`config.mk`:
```
export PLATFORM = sky130hd
export DESIGN_NAME = signed_mac_alu_flat
export DESIGN_NICKNAME = d
export VERILOG_FILES = /design/src/rtl/signed_mac_alu_if.sv /design/src/rtl/signed_mac_alu.sv /design/src/flat_wrapper.sv
export SDC_FILE = /design/constraint.sdc
export NUM_CORES = 1
export LEC_CHECK = 0
export CAP_MARGIN = 20
export CORE_MARGIN = 2
export CORE_UTILIZATION = 55
export CTS_BUF_LIST = sky130_fd_sc_hd__clkbuf_4
export CTS_CLUSTER_SIZE = 28
export DETAILED_ROUTE_END_ITERATION = 6
export GPL_ROUTABILITY_DRIVEN = 0
export PLACE_DENSITY = 0.85
export SLEW_MARGIN = 20
export SYNTH_ARGS = -nofsm -noshare
export SYNTH_HDL_FRONTEND = slang
export SYNTH_SLANG_ARGS = --single-unit
```
`constraint.sdc`:
```
create_clock -name clk -period 5.72 [get_ports clk]
set_input_delay 1.144 -clock clk [delete_from_list [all_inputs] [get_ports clk]]
set_output_delay 1.144 -clock clk [all_outputs]
set_load 0.05 [all_outputs]
```
`src/rtl/signed_mac_alu_if.sv`:
```
// Operand/result bundle for signed_mac_alu: in_valid with A/B/C in, out_valid with OUT back.
// The master drives operands; the slave (the datapath) returns registered results.
interface signed_mac_alu_if #(
    parameter int W = 4
);
    logic             in_valid;
    logic [W-1:0]     A;
    logic [W-1:0]     B;
    logic [W-1:0]     C;
    logic             out_valid;
    logic [2*W-1:0]   OUT;

    modport master (
        output in_valid, A, B, C,
        input  out_valid, OUT
    );

    modport slave (
        input  in_valid, A, B, C,
        output out_valid, OUT
    );
endinterface

```
`src/rtl/signed_mac_alu.sv`:
```
// signed_mac_alu: registered OUT = A + B*C, A/B signed, C unsigned, OUT signed 2*W bits.
// Define ALU_PIPE_EN to register the product ahead of the add (latency 2 instead of 1).
module signed_mac_alu #(
    parameter int W = 4
) (
    input  logic            clk,
    input  logic            rst,
    signed_mac_alu_if.slave bus
);
    localparam int PW = 2*W + 1;
    localparam int OW = 2*W;

    logic signed [W:0]    b_ext;
    logic signed [W:0]    c_ext;
    logic signed [PW-1:0] prod;

    logic [W-1:0]         add_a;
    logic signed [PW-1:0] add_p;
    logic                 add_v;
    logic signed [PW-1:0] a_ext;
    logic signed [OW-1:0] sum;

    logic [OW-1:0]        out_q;
    logic [OW-1:0]        out_d;
    logic                 out_valid_q;
    logic                 out_valid_d;

    // C gets a zero sign bit so 4'b1111 multiplies as 15, never -1.
    always_comb begin
        b_ext = {bus.B[W-1], bus.B};
        c_ext = {1'b0, bus.C};
        prod  = PW'(b_ext * c_ext);
    end

`ifdef ALU_PIPE_EN
    logic signed [PW-1:0] prod_q;
    logic signed [PW-1:0] prod_d;
    logic [W-1:0]         a_q;
    logic [W-1:0]         a_d;
    logic                 v1_q;
    logic                 v1_d;

    always_comb begin
        prod_d = prod_q;
        a_d    = a_q;
        v1_d   = bus.in_valid;
        if (bus.in_valid) begin
            prod_d = prod;
            a_d    = bus.A;
        end
    end

    always_ff @(posedge clk) begin
        if (rst) begin
            prod_q <= '0;
            a_q    <= '0;
            v1_q   <= 1'b0;
        end else begin
            prod_q <= prod_d;
            a_q    <= a_d;
            v1_q   <= v1_d;
        end
    end

    always_comb begin
        add_a = a_q;
        add_p = prod_q;
        add_v = v1_q;
    end
`else
    always_comb begin
        add_a = bus.A;
        add_p = prod;
        add_v = bus.in_valid;
    end
`endif

    // The full-width sum always fits in OW bits, so truncation loses nothing.
    always_comb begin
        a_ext = {{(W+1){add_a[W-1]}}, add_a};
        sum   = OW'(a_ext + add_p);
    end

    always_comb begin
        out_d       = out_q;
        out_valid_d = add_v;
        if (add_v) begin
            out_d = sum;
        end
    end

    always_ff @(posedge clk) begin
        if (rst) begin
            out_q       <= '0;
            out_valid_q <= 1'b0;
        end else begin
            out_q       <= out_d;
            out_valid_q <= out_valid_d;
        end
    end

    assign bus.OUT       = out_q;
    assign bus.out_valid = out_valid_q;
endmodule

```
`src/flat_wrapper.sv`:
```
// flat-port wrapper written by rule: the top's interface ports become plain ports
module signed_mac_alu_flat 
#(
    parameter int W = 4
)
  (clk, rst, bus_in_valid, bus_A, bus_B, bus_C, bus_out_valid, bus_OUT);
  signed_mac_alu_if #(.W(W)) bus_i ();
  input  logic clk;
  input  logic rst;
  input wire logic [$bits(bus_i.in_valid)-1:0] bus_in_valid;
  input wire logic [$bits(bus_i.A)-1:0] bus_A;
  input wire logic [$bits(bus_i.B)-1:0] bus_B;
  input wire logic [$bits(bus_i.C)-1:0] bus_C;
  output wire logic [$bits(bus_i.out_valid)-1:0] bus_out_valid;
  output wire logic [$bits(bus_i.OUT)-1:0] bus_OUT;
  assign bus_i.in_valid = bus_in_valid;
  assign bus_i.A = bus_A;
  assign bus_i.B = bus_B;
  assign bus_i.C = bus_C;
  assign bus_out_valid = bus_i.out_valid;
  assign bus_OUT = bus_i.OUT;
  signed_mac_alu #(.W(W)) u_core (.clk(clk), .rst(rst), .bus(bus_i));
endmodule
```
# ---- Word level (Yosys, flattened, before mapping)
# Cells that the tools add are included.
dict set report totals {
  input_bits 15
  elab_cells 4
  ff_bits 9
}
dict set report classes {
  n_mul 1
  add_sub_neg 1
}
# cell count
set ops {}
lappend ops {{$add A4 B8 Y8} 1}
lappend ops {{$mul A4 B5 Y8} 1}

# ---- Logic depth before layout (Yosys ltp)
# Gate-level depths: netlist of run 1.
dict set report depth {
  depth_word 2
  mapped_depth 13
  ltp_nobuf 13
}

# ---- Worst setup path before layout of run 1
# No wires, ideal clock.
dict set report synth_timing {
  path_type {input to register}
  from {input port bus_B[3]}
  to {register u_core.out_q[7] (netlist: u_core.bus.OUT[7])}
  t_required_ps 5641
  cell_stages 10
  path_buffers 0
  arrival_ps 3972
  path_slack_ps 1668
  path_cell_list {or2b_1 > fa_1 > fa_1 > fa_1 > inv_1 > ha_1 > a211oi_1 > o21ai_1 > xnor2_1 > a211oi_2}
}
dict set report synth_via {
  elab_chain_cells 2
}
# item line
set synth_rtl {}
lappend synth_rtl {{start, declared} flat_wrapper.sv:12} ;# input wire logic [$bits(bus_i.B)-1:0] bus_B;
lappend synth_rtl {{$mul A4 B5 Y8} signed_mac_alu.sv:32} ;# prod = PW'(b_ext * c_ext);
lappend synth_rtl {{$add A4 B8 Y8} signed_mac_alu.sv:81} ;# sum = OW'(a_ext + add_p);
lappend synth_rtl {{end signal, assigned} signed_mac_alu.sv:97} ;# out_q <= out_d;
lappend synth_rtl {{end, declared} signed_mac_alu.sv:23} ;# logic [OW-1:0] out_q;
# Every way passes these cells.
# A chain may end at the register's enable or synchronous reset.

# ---- Final worst setup path of run 1
# Ends and elaborated chain as after synthesis.

==> impl_metrics.toml, run 1 <==
[place]
detailed_place.area_mm2 = 0.001269
io_buffer_count = 23
hpwl_um = 1636
pre_cts_ws_ns = 0.9975

[logic_synthesis]
syn_inst = 110
synth-warning-count = 0
post_synth.cell_area_avg_um2 = 9.248
synth_nets = 151
synth_cell_type_count = 27
yosysSeqAreaShare_pct = 17.71
synth_area_mm2 = 0.001017
ys_ff_latch = 9

[setup_path]
worst-setup-path-type = "in -> reg"
crit_arrival_ns = 4.63
cp-start-kind = "primary input"
worstPathMaxFanout = 3
cp-end-kind = "register"
worstPathRequired_ns = 5.90

[timing]
fin_crit_sh_pct = 77.78
tightest_slew_ns = 0.6010
max_freq_ghz = 0.2248
rsz0062_at_grt = "false"
slew_violations = 0
timing.hold.ws_ns = 0.4905
period_minus_slack_ns = 4.449
clock_skew_ns = 0
setup_viol = 0
final.setup.tns_ns = 0
relSlewSlack_pct = 59.81
finalHoldViolCount = 0
finalWorstSetupSlack_ns = 1.271

[clock_network]
cts_sinks = 9
clk_pin_slew_ns = 0.06
cts_tree = "yes"
htreeDepth = 1
cts-root-buf = "clkbuf_4"
cts_buffer_depth = 2
cts_hold_buf = 0
cts_buffers = 3
cts_resized = 0
post_cts_buffers = 0
clock_latency_ns = 0.26

[hold_path]
hold_class = "reg -> reg"

[detailed_routing]
drc_errors = 0
wl_per_cell_um = 12.23
drtIter0Drc = 10
viasPerCell = 4.813
drt-total-wl_um = 1957
vias = 770
drtAntennaViolNets = 0
drt_pass1_iterations = 4

[die]
die_h_um = 47.01
start_util_pct = 58.91
die_x_um = 47.01
rows = 15
ioPinCount = 24
die-area_mm2 = 0.002209
core_region_area_mm2 = 0.001727

[global_route]
grt_first_pass_wirelength_um = 3201
antenna_found_initial = 0
grt_max_degree = 16
grt.total_usage_pct = 21.69
grt_pass1_vias = 748
grt_overflow = 0

[layout]
layout_common_cells = "clkdlybuf4s50_1, inv_1, ha_1"
fin_util_pct = 75.22
final_area_mm2 = 0.001299
nets = 177
drive_above_1_share_pct = 4.444
n_antenna_cell = 0
final_common_cell = "clkdlybuf4s50_1"
syn_to_final_growth_pct = 27.68

[power]
power_density_mw_per_mm2 = 260.5
swShare_pct = 43.10
power.leakage_nw = 0.6153
clkPwrFrac_pct = 16.9
power_frac_seq_pct = 23.4
combPwrFrac_pct = 59.7
ir_worst_vdd_mv = 0.2183
power_switching_mw = 0.1458
p_int_mw = 0.1925

[run]
maxCapViolCount = 0

[outcome]
run_status = "complete, no violations"
## routing by layer
layer	wire [um]	global-route usage (%)	share of wire [%]	vias to the layer above
met4	21	8.333	1.1	0
li1	-	-	-	404
met2	936	34.79	48	17
met1	899	27.99	46	346
met5	0	0	0	-
met3	98	5.769	5.0	3
## worst paths after layout
check | startpoint | to | slack [ns] | cells after the start
setup / recovery | bus_B[3] | u_core.bus.OUT[7]$_SDFFE_PP0P_ | 1.27 | 11
hold / removal | u_core.bus.OUT[4]$_SDFFE_PP0P_ | u_core.bus.OUT[4]$_SDFFE_PP0P_ | 0.49 | 2
setup reg to reg | u_core.bus.OUT[6]$_SDFFE_PP0P_ | u_core.bus.OUT[6]$_SDFFE_PP0P_ | 4.76 | 2
hold reg to reg | u_core.bus.OUT[4]$_SDFFE_PP0P_ | u_core.bus.OUT[4]$_SDFFE_PP0P_ | 0.49 | 2
## Yosys cell counts
master    count  share of area [%]
inv_1        21                7.7
ha_1         15                 18
fa_1         11                 22
nor2_1       10                3.7
and2_1        9                5.5
dfxtp_1       9                 18
mux2i_1       4                3.9
nand2_1       4                1.5
xnor2_1       4                3.4
a211oi_1      2                1.5
a21oi_1       2               0.98
buf_2         2               0.98
nor2b_1       2                1.2
nor3b_1       2                1.5
a211o_1       1               0.86
a211oi_2      1                1.2
a21o_1        1               0.74
nand3b_1      1               0.74
nor4b_1       1               0.86
o211ai_1      1               0.74
o21a_1        1               0.74
o21ai_0       1               0.49
o21ai_1       1               0.49
o311ai_1      1               0.86
or2b_1        1               0.74
or3b_2        1               0.86
xor2_1        1               0.86
## area by class of cell
| type | count | area (um^2) |
|---|---|---|
| Tap cell | 25 | 31.28 |
| Sequential cell | 9 | 180.2 |
| Multi-Input combinational cell | 78 | 748.2 |
| Timing Repair Buffer | 23 | 230.2 |
| Fill cell | 137 | 427.9 |
| Inverter | 21 | 78.83 |
| Clock buffer | 4 | 30.03 |
## stage by stage
step	power [mW]	instances
after floorplan	0.2269	110
after CTS	0.3429	160
after global routing	0.3674	160
after detailed placement	0.2851	156
final	0.3384	160
after global placement	0.2786	156
## worst max-delay path: stages
cell	delay, ns
clkdlybuf4s50_1	0.51
or2b_1	0.26
fa_1	0.51
fa_1	0.52
fa_1	0.61
inv_1	0.06
ha_1	0.30
a211oi_1	0.24
o21ai_1	0.12
xnor2_1	0.14
a211oi_2	0.22
## cell families (layout without fill, tap and decap cells)
family	after synthesis	after routing	synth area share, %
flops	9	9	17.71
xor+xnor	5	5	4.305
compound gates	12	12	8.610
buf+inv	23	48	8.734
mux	4	4	3.936
fa+ha+maj	26	26	40.10
simple gates	31	31	16.60
## state kept, by name (all words and copies together) (netlist names)
name                  cells
u_core.bus.out_valid      1
u_core.bus.OUT            8
## power by group through the flow
stage	Clock, mW	Combinational (mW)	Sequential (mW)
6_report	0.0571	0.202	0.0792
5_1_grt	0.0609	0.226	0.0807
4_1_cts	0.0577	0.206	0.0791
3_5_place_dp	0	0.205	0.0803
3_3_place_gp	0	0.198	0.0804
2_1_floorplan	0	0.107	0.120
Power figures use the tool's default switching activity.
==> run 2, diff against run 1 <==
--- a/config.mk
+++ b/config.mk
@@ -7,12 +7,12 @@
 export LEC_CHECK = 0
 export CAP_MARGIN = 20
 export CORE_MARGIN = 2
-export CORE_UTILIZATION = 55
+export CORE_UTILIZATION = 51
 export CTS_BUF_LIST = sky130_fd_sc_hd__clkbuf_4
 export CTS_CLUSTER_SIZE = 28
 export DETAILED_ROUTE_END_ITERATION = 6
 export GPL_ROUTABILITY_DRIVEN = 0
-export PLACE_DENSITY = 0.85
+export PLACE_DENSITY = 0.8
 export SLEW_MARGIN = 20
 export SYNTH_ARGS = -nofsm -noshare
 export SYNTH_HDL_FRONTEND = slang
==> constraint.sdc (replaced) <==
create_clock -name clk -period 4.2 [get_ports clk]
set_input_delay 0.84 -clock clk [delete_from_list [all_inputs] [get_ports clk]]
set_output_delay 0.84 -clock clk [all_outputs]
set_load 0.05 [all_outputs]
==> impl_metrics.toml, run 2 (synthesis gave the netlist of run 1 again) <==
[power]
ir_worst_vdd_mv = 0.4069
combPwrFrac_pct = 61.8
power.leakage_nw = 0.6485
power_density_mw_per_mm2 = 354.1
power_frac_seq_pct = 22.7
power_switching_mw = 0.2005
p_int_mw = 0.2789
swShare_pct = 41.82
finalPower_mw = 0.4794
clkPwrFrac_pct = 15.5

[setup_path]
crit_top_cell = "fa_1"
cp-start-kind = "primary input"
slowest_stage = "fa_1"
cp-end-kind = "register"
cp_cell_sequence = "clkdlybuf4s50_1 > or2b_1 > fa_1 > fa_1 > fa_1 > inv_1 > ha_1 > a211oi_1 > o21ai_1 > xnor2_1 > a211oi_2"
path_delay_family = "adder cells"
worstPathRequired_ns = 4.38
worstPathMaxFanout = 2
critical_path_buf_inv_count = 2
crit_arrival_ns = 4.26
slowest_delay_ns = 0.58
worst-setup-path-type = "in -> reg"

[detailed_routing]
drtIter0Drc = 3
drt-total-wl_um = 1944
drt_pass1_iterations = 3
drc_errors = 0
vias = 814
drtAntennaViolNets = 0
wl_per_cell_um = 11.50
viasPerCell = 4.817

[layout]
instances_no_fill = 169
final_area_mm2 = 0.001354
fin_util_pct = 70.44
final_common_cell = "clkdlybuf4s50_1"
n_antenna_cell = 0
drive_above_1_share_pct = 9.155
syn_to_final_growth_pct = 33.09
layout_common_cells = "clkdlybuf4s50_1, inv_1, ha_1"
nets = 184
largest_reg_flops = 8

[timing]
finalWorstSetupSlack_ns = 0.1269
fin_crit_sh_pct = 96.98
max_freq_ghz = 0.2455
setup_viol = 0
clock_skew_ns = 0
period_minus_slack_ns = 4.073
rsz0062_at_grt = "true"
tightest_slew_ns = 0.5612
timing.hold.ws_ns = 0.5023
finalHoldViolCount = 0
slew_violations = 0
final.setup.tns_ns = 0
relSlewSlack_pct = 62.47

[die]
ioPinCount = 24
core_region_area_mm2 = 0.001922
start_util_pct = 52.93
die_h_um = 48.66
die-area_mm2 = 0.002368
rows = 16
die_x_um = 48.66

[hold_path]
hold_class = "reg -> reg"

[global_route]
antenna_found_initial = 0
grt.total_usage_pct = 19.71
grt_overflow = 0
grt_pass1_vias = 878
grt_max_degree = 16
grt_first_pass_wirelength_um = 3657

[place]
placed_cells = 165
io_buffer_count = 23
hpwl_um = 1633
pre_cts_ws_ns = -0.1651
detailed_place.area_mm2 = 0.001324

[run]
maxCapViolCount = 0

[clock_network]
cts_resized = 0
cts_buffers = 3
clk_pin_slew_ns = 0.06
cts_sinks = 9
cts_tree = "yes"
cts_hold_buf = 0
cts-root-buf = "clkbuf_4"
post_cts_buffers = 0
htreeDepth = 1
clock_latency_ns = 0.26
cts_buffer_depth = 2

[outcome]
run_status = "complete, no violations"
-- run 2: power groups by stage --
stage	Combinational [mW]	Sequential (mW)	Clock [mW]
floorplan	0.146	0.163	0
global placement	0.290	0.110	0
detailed placement	0.297	0.110	0
CTS	0.301	0.109	0.0780
global route	0.329	0.111	0.0821
finish	0.296	0.109	0.0742
-- run 2: final timing paths --
path,depth (start not counted),endpoint,from,slack [ns]
worst min register to register,2,u_core.bus.OUT[1]$_SDFFE_PP0P_,u_core.bus.OUT[1]$_SDFFE_PP0P_,0.50
worst min-delay path,2,u_core.bus.OUT[1]$_SDFFE_PP0P_,u_core.bus.OUT[1]$_SDFFE_PP0P_,0.50
worst max-delay path,11,u_core.bus.OUT[7]$_SDFFE_PP0P_,bus_B[3],0.13
worst max register to register,2,u_core.bus.OUT[6]$_SDFFE_PP0P_,u_core.bus.OUT[6]$_SDFFE_PP0P_,3.25
-- run 2: tightest hold or removal path, stage by stage (launching register included) --
cell	delay, ns
dfxtp_1	0.32
mux2i_1	0.06
nor2_1	0.08
-- run 2: area by class of cell --
type,count,area (um^2)
timing repair buffer,30,282.8
multi-input combinational,78,748.2
tap,27,33.78
clock buffer,4,30.03
sequential,9,180.2
inverter,21,78.83
fill,159,568.0
-- run 2: metal layers --
metal  GRT usage [%]  up-vias  routed length [um]
met1           25.65      380                 887
li1                -      419                   -
met2           32.42       13                 974
met4           2.857        0                  13
met5               0        -                   0
met3           6.790        2                  69
